File: src/rtl/key_event_buffer_pkg.sv
// Shared definitions for the key event buffer: key width, key codes and
// debounce state encodings.
package key_event_buffer_pkg;

    localparam int KEY_W_DEF = 5;

    // Key code reported on key_out when the queue is empty.
    localparam logic [KEY_W_DEF-1:0] KEY_NONE = '0;

    // Debounce FSM states.
    typedef enum logic [1:0] {
        ST_IDLE         = 2'd0,
        ST_PRESS_WAIT   = 2'd1,
        ST_HELD         = 2'd2,
        ST_RELEASE_WAIT = 2'd3
    } deb_state_t;

endpackage

File: src/rtl/key_event_buffer_fifo.sv
// Small synchronous FIFO with show-ahead output and a flush port.
// Handshake: dout is the head entry whenever valid=1. pop=1 with valid=1
// consumes the head on that edge. pop while empty is ignored. push while
// full is dropped unless a pop is accepted on the same edge. overflow is
// sticky until flush. All outputs are registered.
module key_event_buffer_fifo #(
    parameter int DEPTH = 4,
    parameter int W     = 5
) (
    input  logic                       clk,
    input  logic                       rst_n,
    input  logic                       push,
    input  logic [W-1:0]               din,
    input  logic                       pop,
    input  logic                       flush,
    output logic [W-1:0]               dout,
    output logic                       valid,
    output logic [$clog2(DEPTH):0]     count,
    output logic                       overflow
);

    localparam int AW = $clog2(DEPTH);
    localparam int CW = AW + 1;

    logic [W-1:0]  mem [DEPTH];
    logic [AW-1:0] rd_ptr;
    logic [AW-1:0] wr_ptr;
    logic          full;
    logic          empty;
    logic          do_push;
    logic          do_pop;
    logic          drop;
    logic [CW-1:0] count_next;
    logic [W-1:0]  head_next;

    assign full    = (count == CW'(DEPTH));
    assign empty   = (count == '0);
    assign do_pop  = pop && !empty;
    assign do_push = push && (!full || do_pop);
    assign drop    = push && full && !do_pop;

    // Next occupancy and next head value, so the show-ahead output can be registered.
    always_comb begin
        count_next = count;
        head_next  = dout;
        if (do_push && !do_pop) begin
            count_next = count + CW'(1);
        end else if (do_pop && !do_push) begin
            count_next = count - CW'(1);
        end
        if (do_pop) begin
            if (count == CW'(1)) begin
                head_next = do_push ? din : '0;
            end else begin
                head_next = mem[rd_ptr + AW'(1)];
            end
        end else if (do_push && empty) begin
            head_next = din;
        end
    end

    // Storage array; no reset needed since the head is tracked in dout.
    always_ff @(posedge clk) begin
        if (do_push && !flush) begin
            mem[wr_ptr] <= din;
        end
    end

    // Pointers, occupancy and registered outputs; flush beats push/pop.
    always_ff @(posedge clk or negedge rst_n) begin
        if (!rst_n) begin
            rd_ptr   <= '0;
            wr_ptr   <= '0;
            count    <= '0;
            dout     <= '0;
            valid    <= 1'b0;
            overflow <= 1'b0;
        end else if (flush) begin
            rd_ptr   <= '0;
            wr_ptr   <= '0;
            count    <= '0;
            dout     <= '0;
            valid    <= 1'b0;
            overflow <= 1'b0;
        end else begin
            if (do_push) wr_ptr <= wr_ptr + AW'(1);
            if (do_pop)  rd_ptr <= rd_ptr + AW'(1);
            count    <= count_next;
            dout     <= head_next;
            valid    <= (count_next != '0);
            overflow <= overflow | drop;
        end
    end

endmodule

File: src/rtl/key_event_buffer.sv
// Debounces the keypad level pair into one event per physical press and
// queues the events for the game FSM / hero selection.
// Consumer handshake: key_out is valid whenever key_valid=1; pop=1 accepts it.
module key_event_buffer
    import key_event_buffer_pkg::*;
#(
    parameter int DEBOUNCE_CYCLES = 500000,
    parameter int DEPTH           = 4,
    parameter int KEY_W           = KEY_W_DEF
) (
    input  logic                   clk,
    input  logic                   rst_n,
    input  logic [KEY_W-1:0]       key,
    input  logic                   keypad_pressed,
    input  logic                   flush,
    input  logic                   pop,
    output logic                   key_valid,
    output logic [KEY_W-1:0]       key_out,
    output logic [$clog2(DEPTH):0] count,
    output logic                   overflow,
    output deb_state_t             dbg_state
);

    localparam int CNT_W = $clog2(DEBOUNCE_CYCLES);
    localparam logic [CNT_W-1:0] TERM = CNT_W'(DEBOUNCE_CYCLES - 1);

    deb_state_t       state, state_next;
    logic [CNT_W-1:0] cnt, cnt_next;
    logic [KEY_W-1:0] cand, cand_next;
    logic             push;
    logic             armed;

    assign dbg_state = state;

    // A press already in progress at reset must be released before it can count.
    always_ff @(posedge clk or negedge rst_n) begin
        if (!rst_n) begin
            armed <= 1'b0;
        end else if (!keypad_pressed) begin
            armed <= 1'b1;
        end
    end

    // Debounce state, counter and candidate key registers.
    always_ff @(posedge clk or negedge rst_n) begin
        if (!rst_n) begin
            state <= ST_IDLE;
            cnt   <= '0;
            cand  <= '0;
        end else begin
            state <= state_next;
            cnt   <= cnt_next;
            cand  <= cand_next;
        end
    end

    // Next-state logic; the counter saturates at TERM until the state changes.
    always_comb begin
        state_next = state;
        cnt_next   = cnt;
        cand_next  = cand;
        push       = 1'b0;
        if (flush) begin
            state_next = keypad_pressed ? ST_HELD : ST_IDLE;
            cnt_next   = '0;
        end else begin
            case (state)
                ST_IDLE: begin
                    if (keypad_pressed && armed) begin
                        state_next = ST_PRESS_WAIT;
                        cand_next  = key;
                        cnt_next   = '0;
                    end
                end
                ST_PRESS_WAIT: begin
                    if (!keypad_pressed) begin
                        state_next = ST_IDLE;
                    end else if (key != cand) begin
                        cand_next = key;
                        cnt_next  = '0;
                    end else if (cnt == TERM) begin
                        push       = 1'b1;
                        state_next = ST_HELD;
                    end else begin
                        cnt_next = cnt + CNT_W'(1);
                    end
                end
                ST_HELD: begin
                    if (!keypad_pressed) begin
                        state_next = ST_RELEASE_WAIT;
                        cnt_next   = '0;
                    end
                end
                ST_RELEASE_WAIT: begin
                    if (keypad_pressed) begin
                        state_next = ST_HELD;
                    end else if (cnt == TERM) begin
                        state_next = ST_IDLE;
                    end else begin
                        cnt_next = cnt + CNT_W'(1);
                    end
                end
                default: state_next = ST_IDLE;
            endcase
        end
    end

    key_event_buffer_fifo #(
        .DEPTH (DEPTH),
        .W     (KEY_W)
    ) u_fifo (
        .clk      (clk),
        .rst_n    (rst_n),
        .push     (push),
        .din      (cand),
        .pop      (pop),
        .flush    (flush),
        .dout     (key_out),
        .valid    (key_valid),
        .count    (count),
        .overflow (overflow)
    );

endmodule
File: config.mk
export PLATFORM = sky130hd
export DESIGN_NAME = key_event_buffer
export DESIGN_NICKNAME = d
export VERILOG_FILES = /design/src/rtl/key_event_buffer_pkg.sv /design/src/rtl/key_event_buffer_fifo.sv /design/src/rtl/key_event_buffer.sv
export SDC_FILE = /design/constraint.sdc
export NUM_CORES = 1
export LEC_CHECK = 0
export BUFFER_PORTS_ARGS = -buffer_cell sky130_fd_sc_hd__buf_2
export CAP_MARGIN = 5
export CORE_MARGIN = 2
export CORE_UTILIZATION = 40
export DETAILED_ROUTE_END_ITERATION = 10
export PLACE_DENSITY = 0.61
export SLEW_MARGIN = 20
export SYNTH_ARGS = -nofsm -noshare
export SYNTH_HDL_FRONTEND = slang
export SYNTH_SLANG_ARGS = --single-unit
File: constraint.sdc
create_clock -name clk -period 2.43 [get_ports clk]
set_input_delay 0.486 -clock clk [delete_from_list [all_inputs] [get_ports clk]]
set_output_delay 0.486 -clock clk [all_outputs]
set_load 0.005 [all_outputs]
==> Implementation_results.wiki <==
{| class="wikitable"
! Metric !! Value
|-
| Vias in the first global route || 2050
|-
| Weighted congestion at the end of routability-driven global placement || 0.739
|-
| Area after DPL || 0.00336 mm2
|-
| Drt initial violations || 89
|-
| Outcome || finished clean
|-
| Startpoint type of the worst setup path || flop
|-
| Hold Fails Final Rpt || 0
|-
| Avg Synthesized Cell Area || 11.9 um2
|-
| Core Rows || 31
|-
| CP endpoint kind || flop
|-
| Number of synthesized register bits || 61
|-
| Global-route wire length before repair || 10100 um
|-
| Multi-input gate area in the final layout || 0.00137 mm2
|-
| Initial standard-cell utilization of the core || 41.7%
|-
| Clock transition at the registers of the reported paths || 0.07 ns
|-
| Clock tree from TritonCTS || yes
|-
| Die area || 0.00831 mm2
|-
| Met1 Use GR || 18.9%
|-
| Antenna violation net count after detailed routing || 0
|-
| Maximum resistive drop on vdd || 0.260 mV
|-
| CTS Hold Bufs || 0
|-
| Count of inserted antenna diode cells || 0
|-
| Worst setup path endpoint || u_fifo.mem[1][3]
|-
| Synthesized net count || 274
|-
| Most frequent cells in the layout || 41 x dfrtp_1, 30 x nor2_1, 21 x buf_2
|-
| Storage element area || 0.00163 mm2
|-
| Share of the clock period used by the worst path || 91.8%
|-
| Via Count || 2040
|-
| Fraction of final layout cells with drive strength greater than 1 || 25.7%
|-
| Number of antenna violations at the first check in global routing || 0
|-
| Cell Count, Final, Fillers Out || 399
|-
| Post-Route WL || 5880 um
|-
| Cell leakage power || 0.00146 uW
|-
| Placed Cells incl. Taps || 383
|-
| Via/cell ratio || 5.11
|-
| Worst R2R End || u_fifo.mem[1][3]
|-
| Finished layout cell area || 0.00360 mm2
|-
| Total of fill cells in the finished design || 671
|-
| Core Region || 0.00729 mm2
|-
| Die Wd || 91.2 um
|-
| Half-perimeter wire length after placement || 4320 um
|-
| Final setup violation count || 0
|-
| Number of clock buffers inserted by TritonCTS || 9
|-
| Worst reg2reg setup slack || 0.20 ns
|-
| Met2 global-route usage || 26.2%
|-
| Warnings from Yosys || 0
|-
| Category of the most critical setup path || flop to flop
|-
| Hold WC Path Type || input pin to async pin
|-
| Buffers added on ports || 21
|-
| Final routed wire length divided by cell count || 14.7 um
|-
| Remaining DRCs || 0
|-
| Worst Max-Slew Pin Slew || 0.633 ns
|-
| Total global routing track utilization || 15.6%
|-
| PwrDens || 809 mW/mm2
|-
| FMAX || 448 MHz
|-
| Global-route layer with the greatest usage || met2
|-
| Number of cells traversed by the worst register-to-register path || 5
|-
| Largest net degree at the start of global routing || 27
|-
| Worst r2r src || cnt[10]
|-
| Chip Height || 91.2 um
|-
| Final setup TNS || 0 ns
|-
| Sum of internal, switching and leakage power || 2910 uW
|-
| Ports || 22
|-
| Length of the first detailed-routing pass in iterations || 4
|-
| Mapped Area || 0.00304 mm2
|-
| RSZ-0062 raised after global routing || false
|-
| Area growth from synthesis to layout || 18.4%
|-
| Buffer levels on the longest clock path || 2
|-
| Gate Count Post-Synth || 255
|-
| Maxcap violations || 0
|-
| Critical path fanouts, max || 6
|-
| Remaining max-slew budget at the tightest pin || 57.8%
|-
| Net count of the finished layout || 314
|-
| Remaining global-route overflow || 0
|-
| Critical path data required time || 2.48 ns
|-
| Post-route clock skew || 0.0132 ns
|-
| Final slew viol count || 0
|-
| Commonest non-fill, non-tap cell in the layout || dfrtp_1
|-
| Clock latency on the worst-skew pair || 0.34 ns
|-
| Launch point of the critical path || cnt[10]
|-
| Part of the Yosys area used for sequential elements || 53.5%
|-
| Num Clock Sinks || 61
|-
| Number of enable-type register cells in the synthesized netlist || 20
|-
| Root Buffer || clkbuf_8
|-
| Minimum period implied by the final worst setup slack || 2.23 ns
|-
| WP data arrival || 2.28 ns
|-
| Met3 GRT Util || 4.07%
|-
| Top FF cell, synth || dfrtp_1
|-
| Async set-or-reset flop fraction in the synthesized netlist || 67.2%
|-
| Number of distinct library cell variants in the gate-level netlist after synthesis || 45
|-
| H-Tree Depth || 3
|}
[worst min-delay path by stage]
stage | startpoint | to | slack (ns)
6_report | rst_n | u_fifo.dout[1] | 0.16
5_1_grt | rst_n | u_fifo.dout[1] | 0.20
4_1_cts | rst_n | u_fifo.dout[1] | 0.18
3_5_place_dp | cnt[18] | cnt[18] | 0.47
3_3_place_gp | cnt[18] | cnt[18] | 0.48
2_1_floorplan | rst_n | async pin | 0.19
[area by class of cell]
cell class / count / share of cell area, %
multi-input cells: 178 / 38.1
flip-flops and latches: 61 / 45.2
clock inverters: 7 / 2.50
repair buffers: 36 / 6.40
inverters: 9 / 0.939
clock buffers: 9 / 3.44
well taps: 99 / 3.44
[cells in the mapped netlist (all sizes together) (4+ instances only)]
| master | number | area [um2] |
|---|---|---|
| dfrtp | 41 | 1030 |
| a22o | 10 | 87.6 |
| buf | 4 | 21.3 |
| ha | 9 | 113 |
| nor2 | 31 | 119 |
| edfxtp | 20 | 601 |
| nand4 | 8 | 50.1 |
| xnor2 | 11 | 96.3 |
| mux2 | 7 | 78.8 |
| nand2 | 12 | 45.0 |
| a21oi | 8 | 43.8 |
| mux4 | 5 | 113 |
| and2 | 6 | 37.5 |
| nor2b | 6 | 45.0 |
| o21ai | 5 | 25.0 |
| xor2 | 13 | 114 |
| nand2b | 5 | 31.3 |
| mux2i | 6 | 60.1 |
| inv | 9 | 33.8 |
| nor3 | 6 | 41.3 |
[kinds of logic after synthesis]
family                     synth area share, %
and+or+nand+nor                           16.6
DFF                                       53.5
AOI/OAI and AO/OA                         8.77
xor gates and xnor gates                  6.92
muxes                                     8.28
buffers and inverters                     2.18
adders and majority gates                 3.71
[sequential cells by signal (all words and copies together), names as in the netlist, named ones only]
name             count
u_fifo.mem          20
u_fifo.rd_ptr        2
cand                 5
cnt                 19
u_fifo.count         3
u_fifo.valid         1
u_fifo.dout          5
u_fifo.overflow      1
armed                1
u_fifo.wr_ptr        2
dbg_state            1
[what timing repair did]
item	CTS	global route
endpoints found under the setup margin	0	20
gates resized for setup	0	7
setup buffers	0	0
[where the power goes]
part / switching (uW) / internal (uW) / total [uW] / leakage (uW)
sequential: 96.2 / 1170 / 1270 / 0.000729
combinational: 337 / 330 / 667 / 0.000622
clock: 408 / 571 / 979 / 0.000107
[metal layers]
| layer | share of wire, % | routed length (um) |
|---|---|---|
| met5 | 0 | 0 |
| met4 | 2.4 | 140 |
| met3 | 2.8 | 166 |
| met2 | 51 | 2990 |
| met1 | 44 | 2590 |
[critical path: stages, from the launching register on]
cell and delay [ns]:
dfrtp_1 0.43, nor4b_2 0.29, nand4_1 0.24, or2_2 0.40
nor3_4 0.30, and2_2 0.27
[per-stage QoR]
step | worst slack, ns | hold slack, ns | util [%]
global route | 0.0320 | 0.202 | 49.3
finish | 0.200 | 0.159 | 49.3
detailed placement | 0.00437 | 0.474 | 46.1
floorplan | 0.294 | 0.190 | -
global placement | 0.0579 | 0.476 | 46.1
CTS | 0.0387 | 0.175 | 49.0
Note: power is estimated with default switching activity, not from simulation.
